**config.mk**
```make
export PLATFORM = sky130hd
export DESIGN_NAME = key_sw_io
export DESIGN_NICKNAME = d
export VERILOG_FILES = /design/src/rtl/io_pkg.sv /design/src/rtl/debounce_bit.sv /design/src/rtl/key_sw_io.sv
export SDC_FILE = /design/constraint.sdc
export NUM_CORES = 1
export LEC_CHECK = 0
export BUFFER_PORTS_ARGS = -buffer_cell sky130_fd_sc_hd__buf_2
export CAP_MARGIN = 20
export CORE_MARGIN = 1
export CORE_UTILIZATION = 35
export DETAILED_ROUTE_END_ITERATION = 6
export GPL_ROUTABILITY_DRIVEN = 0
export MAX_ROUTING_LAYER = met4
export PLACE_DENSITY = 0.81
export SETUP_SLACK_MARGIN = 0.02
export SYNTH_ARGS = -nofsm -noshare
export SYNTH_HDL_FRONTEND = slang
export SYNTH_SLANG_ARGS = --single-unit
```
**constraint.sdc**
```tcl
create_clock -name clk -period 4.4 [get_ports clk]
set_input_delay 1.1 -clock clk [delete_from_list [all_inputs] [get_ports clk]]
set_output_delay 1.1 -clock clk [all_outputs]
set_load 0.05 [all_outputs]
```
**src/rtl/io_pkg.sv**
```systemverilog
// Shared I/O address map and control-register layout for the KEY/SW peripheral
// and the data-memory address decoder.
package io_pkg;

    localparam int DBITS = 32;

    localparam logic [31:0] ADDR_KEY    = 32'hF000_0010;
    localparam logic [31:0] ADDR_SW     = 32'hF000_0014;
    localparam logic [31:0] ADDR_KCTRL  = 32'hF000_0110;
    localparam logic [31:0] ADDR_SWCTRL = 32'hF000_0114;

    localparam int READY_BIT   = 0;
    localparam int OVERRUN_BIT = 2;

    function automatic logic [31:0] ctrl_word(input logic ready, input logic overrun);
        logic [31:0] w;
        w              = '0;
        w[READY_BIT]   = ready;
        w[OVERRUN_BIT] = overrun;
        return w;
    endfunction

endpackage

```
**src/rtl/debounce_bit.sv**
```systemverilog
// One input pin: two-flop synchronizer, optional inversion, and a stable-sample
// debouncer (KEYSW_DEBOUNCE_EN); without the macro the synchronized value is used directly.
module debounce_bit #(
    parameter int   DEBOUNCE_CYCLES = 500000,
    parameter logic RST_VAL         = 1'b0,
    parameter logic INVERT          = 1'b0
) (
    input  logic clk,
    input  logic reset,
    input  logic raw_i,
    output logic db_o,
    output logic change_o
);

    logic sync1_q;
    logic sync2_q;

    always_ff @(posedge clk or negedge reset) begin
        if (!reset) begin
            sync1_q <= RST_VAL;
            sync2_q <= RST_VAL;
        end else begin
            sync1_q <= raw_i;
            sync2_q <= sync1_q;
        end
    end

`ifdef KEYSW_DEBOUNCE_EN
    localparam int CNT_W = $clog2(DEBOUNCE_CYCLES);

    logic             sync_val;
    logic             db_q;
    logic             db_d;
    logic [CNT_W-1:0] cnt_q;
    logic [CNT_W-1:0] cnt_d;

    assign sync_val = sync2_q ^ INVERT;

    // Counter only runs while the synchronized level disagrees with the accepted one.
    always_comb begin
        cnt_d = '0;
        db_d  = db_q;
        if (sync_val != db_q) begin
            if (cnt_q == CNT_W'(DEBOUNCE_CYCLES - 1)) begin
                db_d = sync_val;
            end else begin
                cnt_d = cnt_q + 1'b1;
            end
        end
    end

    always_ff @(posedge clk or negedge reset) begin
        if (!reset) begin
            db_q  <= 1'b0;
            cnt_q <= '0;
        end else begin
            db_q  <= db_d;
            cnt_q <= cnt_d;
        end
    end

    assign db_o     = db_q;
    assign change_o = (db_d != db_q);
`else
    logic unused_debounce_cycles;
    assign unused_debounce_cycles = (DEBOUNCE_CYCLES < 2);

    // The accepted level is the second stage, so it changes when the stages differ.
    assign db_o     = sync2_q ^ INVERT;
    assign change_o = sync1_q ^ sync2_q;
`endif

endmodule

```
**src/rtl/key_sw_io.sv**
```systemverilog
// Memory-mapped KEY/SW peripheral: debounced data registers plus Ready/Overrun
// control registers. Debouncing is enabled by defining KEYSW_DEBOUNCE_EN.
module key_sw_io #(
    parameter int                DBITS           = io_pkg::DBITS,
    parameter int                DEBOUNCE_CYCLES = 500000,
    parameter logic [DBITS-1:0]  ADDR_KEY        = DBITS'(io_pkg::ADDR_KEY),
    parameter logic [DBITS-1:0]  ADDR_SW         = DBITS'(io_pkg::ADDR_SW),
    parameter logic [DBITS-1:0]  ADDR_KCTRL      = DBITS'(io_pkg::ADDR_KCTRL),
    parameter logic [DBITS-1:0]  ADDR_SWCTRL     = DBITS'(io_pkg::ADDR_SWCTRL)
) (
    input  logic             clk,
    input  logic             reset,
    input  logic [3:0]       key_in,
    input  logic [9:0]       sw_in,
    input  logic [DBITS-1:0] addr,
    input  logic             rd_en,
    input  logic             wr_en,
    input  logic [DBITS-1:0] wdata,
    output logic             hit,
    output logic [DBITS-1:0] rdata
);

    import io_pkg::*;

    logic [3:0] key_db;
    logic [3:0] key_chg;
    logic [9:0] sw_db;
    logic [9:0] sw_chg;

    genvar gi;
    generate
        for (gi = 0; gi < 4; gi++) begin : g_key
            debounce_bit #(
                .DEBOUNCE_CYCLES(DEBOUNCE_CYCLES),
                .RST_VAL        (1'b1),
                .INVERT         (1'b1)
            ) u_db (
                .clk     (clk),
                .reset   (reset),
                .raw_i   (key_in[gi]),
                .db_o    (key_db[gi]),
                .change_o(key_chg[gi])
            );
        end
        for (gi = 0; gi < 10; gi++) begin : g_sw
            debounce_bit #(
                .DEBOUNCE_CYCLES(DEBOUNCE_CYCLES),
                .RST_VAL        (1'b0),
                .INVERT         (1'b0)
            ) u_db (
                .clk     (clk),
                .reset   (reset),
                .raw_i   (sw_in[gi]),
                .db_o    (sw_db[gi]),
                .change_o(sw_chg[gi])
            );
        end
    endgenerate

    logic sel_key, sel_sw, sel_kctrl, sel_swctrl;

    assign sel_key    = (addr == ADDR_KEY);
    assign sel_sw     = (addr == ADDR_SW);
    assign sel_kctrl  = (addr == ADDR_KCTRL);
    assign sel_swctrl = (addr == ADDR_SWCTRL);
    assign hit        = sel_key | sel_sw | sel_kctrl | sel_swctrl;

    // Index 0 = KEY channel, index 1 = SW channel.
    logic [1:0] any_chg, data_rd, ovr_clr;
    logic [1:0] ready_q, ready_d, overrun_q, overrun_d;

    assign any_chg = {|sw_chg, |key_chg};
    assign data_rd = {rd_en & sel_sw, rd_en & sel_key};
    assign ovr_clr = {wr_en & sel_swctrl & ~wdata[OVERRUN_BIT],
                      wr_en & sel_kctrl  & ~wdata[OVERRUN_BIT]};

    // A change wins over a same-edge read or clear; a same-edge read consumes the old data, so no overrun.
    assign ready_d   = any_chg | (ready_q & ~data_rd);
    assign overrun_d = (any_chg & ready_q & ~data_rd) | (overrun_q & ~ovr_clr);

    always_ff @(posedge clk or negedge reset) begin
        if (!reset) begin
            ready_q   <= '0;
            overrun_q <= '0;
        end else begin
            ready_q   <= ready_d;
            overrun_q <= overrun_d;
        end
    end

    always_comb begin
        rdata = '0;
        if (sel_key)    rdata = DBITS'(key_db);
        if (sel_sw)     rdata = DBITS'(sw_db);
        if (sel_kctrl)  rdata = DBITS'(ctrl_word(ready_q[0], overrun_q[0]));
        if (sel_swctrl) rdata = DBITS'(ctrl_word(ready_q[1], overrun_q[1]));
    end

    logic unused_wdata;
    assign unused_wdata = ^{wdata[DBITS-1:OVERRUN_BIT+1], wdata[OVERRUN_BIT-1:0]};

endmodule
```
==> flow_summary.yaml <==
status:
  status: "finished clean"
worst_setup_path:
  cp.required_ns: 3.30
  cp_top_family: "simple AND/OR/NAND/NOR gates"
  startpoint: "addr[0]"
  worst_r2r_endpoint: "overrun_q[1]"
  critPathMaxFanout: 6
  critPathBufInv: 2
  worstSetupEndpoint: "rdata[8]"
  path_depth: 6
  slowest_stage: "nor2_1"
  path_common_cell: "buf_2"
  start_kind: "input port"
  max_stage_delay_ns: 0.37
  cp.arrival_ns: 2.57
  crit_chain: "buf_2 -> nor4b_2 -> nand4_1 -> nor2_1 -> and2_1 -> buf_2"
  ff2ff_setup_slack_ns: 3.05
  timing.rr.start: "g_sw[9].u_db.db_o"
  endpoint_kind: "output pin"
  criticalPathCategory: "in -> out"
  r2r_cells: 4
clock_tree:
  post_cts_resize_count: 0
  worstSkewPairLatency_ns: 0.27
  clkSinkCount: 32
  cts_setup_buffers: 0
  htreeDepth: 2
  holdBufCountCts: 0
  clk_path_buf_depth: 2
  cts_tree: "built"
  cts_buffers: 5
  cts_root_buf: "clkbuf_8"
  cts.clk_slew.worst_paths_ns: 0.06
layout:
  drive_gt1_share_pct: 46.0
  diodes: 0
  fill_cells: 386
  final_net_count: 270
  synthToLayoutAreaGrowth_pct: 24.2
  multi_input_area_um2: 589
  final_util_pct: 46.1
  layout_commonest_cell: "buf_2"
  ff_latch_area_um2: 811
  final_cell_mix: "buf_2 (61), dfrtp_1 (24), conb_1 (22), xnor2_1 (8), dfstp_2 (8)"
  fin_cells: 239
timing:
  fin_skew_ns: 0.00557
  worst_pin_slew_ns: 0.673
  fmax_mhz: 272
  period_minus_slack_ns: 3.67
  finalSetupViolCount: 0
  finalHoldViolations: 0
  whs_ns: 0.364
  finalSetupTns_ns: 0
  slew_headroom_pct: 55.2
  grt_setup_unrepaired: "no"
  finalCritPeriodShare_pct: 83.5
  drv_slew: 0
die:
  die_h_um: 67.8
  io_pins: 115
  coreArea_um2: 4090
  start_util_pct: 37.1
  dieWidth_um: 67.8
  die_area_um2: 4600
  core.rowCount: 23
yosys:
  synth_cell_type_count: 31
  avgSynthCellArea_um2: 12.3
  synth_cells: 123
  synth_ff_type: "dfrtp_1"
  yosys_register_bits: 32
  synth_area_leaders: "dfrtp_1 (40%), dfstp_2 (14%), buf_4 (11%), xnor2_1 (4.6%), xor2_1 (3.5%)"
  postSynth.asyncResetShare_pct: 100
  synth_edf_count: 0
  synth_top_area_share_pct: 39.6
  syn_area_um2: 1520
  yosysSeqAreaShare_pct: 53.5
  synth-warning-count: 0
  yosys.area.top_type: "dfrtp_1"
global_route:
  grt_pass1_vias: 998
  grtUsageTotal_pct: 13.3
  grt_overflow: 0
  antenna_found_initial: 0
  grt_max_degree: 33
  grt_pass1_wl_um: 4140
pwr:
  totalPowerFinal_mw: 0.650
  ir_drop_uv: 241
  leakagePower_nw: 0.890
  p_per_area_nw_per_um2: 345
place:
  dpl.hpwl_um: 2160
  port_buffers: 61
  place_inst: 231
drt:
  drtIter0Drc: 14
  drt-total-wl_um: 2680
  drc: 0
  drt-wirelength-per-cell_um: 11.2
  vias: 1055
  postRouteAntennaNets: 0
  drt_pass1_iterations: 3
  vias_per_cell: 4.41
hold_path:
  hp-class: "reg -> reg"
job:
  maxCapViolations: 0
[logic make-up after synthesis]
logic type,share of synthesized area [%]
XOR/XNOR,8.09
multiplexers,1.32
flip-flops,53.5
AND/OR/NAND/NOR,18.4
AO/OA/AOI/OAI,5.61
buffers and inverters,12.9
other,0.247
[registers in the layout (all words and copies together) (netlist names)]
signal / flops
g_sw.u_db.db_o: 10
g_key.u_db.sync2_q: 4
g_key.u_db.sync1_q: 4
ready_q: 2
g_sw.u_db.sync1_q: 10
overrun_q: 2
[worst min path at each step]
stage	start	to	slack, ns	cells past startpoint
floorplan	g_key[0].u_db.sync1_q	g_key[0].u_db.sync2_q	0.36	0
global placement	g_key[0].u_db.sync1_q	g_key[0].u_db.sync2_q	0.36	0
detailed placement	g_key[2].u_db.sync1_q	g_key[2].u_db.sync2_q	0.36	0
CTS	g_key[2].u_db.sync1_q	g_key[2].u_db.sync2_q	0.37	0
global route	g_key[0].u_db.sync1_q	g_key[0].u_db.sync2_q	0.37	0
finish	g_key[2].u_db.sync1_q	g_key[2].u_db.sync2_q	0.36	0
[synthesized netlist by cell type, types with 2 or more instances]
library cell and n:
nand4_1 5, dfstp_2 8, o31ai_1 2, nor4b_2 3, a211oi_1 2, a211oi_2 2
dfrtp_1 24, xor2_1 6, inv_1 4, nor4_4 2, xnor2_1 8, and2_1 6
nand2_1 2, buf_4 22, nor4_1 3, nor2_1 6, mux2i_1 2, nor3_2 2
a21oi_1 2
[per-layer routing]
metal	GRT usage [%]	wire length, µm	up-vias	share of wire, %
met5	-	0	-	0
met4	4.69	27	0	1.0
met3	5.00	288	3	11
met2	22.9	1300	68	49
met1	14.0	1060	475	40
li1	-	-	509	-
[report_power, final]
part	internal (mW)	switching [mW]	leakage, nW
sequential	0.311	0.00872	0.352
clock	0.142	0.0946	0.0515
combinational	0.0282	0.0654	0.486
[layout make-up]
| type | instances | area share (%) |
|---|---|---|
| Tap cell | 50 | 3.32 |
| Inverter | 4 | 0.797 |
| Sequential cell | 32 | 43.1 |
| Timing Repair Buffer | 61 | 16.2 |
| Multi-Input combinational cell | 84 | 31.3 |
| Clock buffer | 8 | 5.32 |
[through the flow]
stage | setup WS [ns] | cell area (µm²)
5_1_grt | 0.485 | 1880
3_5_place_dp | 0.669 | 1780
2_1_floorplan | 0.749 | 1600
6_report | 0.728 | 1880
4_1_cts | 0.662 | 1880
3_3_place_gp | 0.671 | 1780
(Power assumes the default switching activity.)
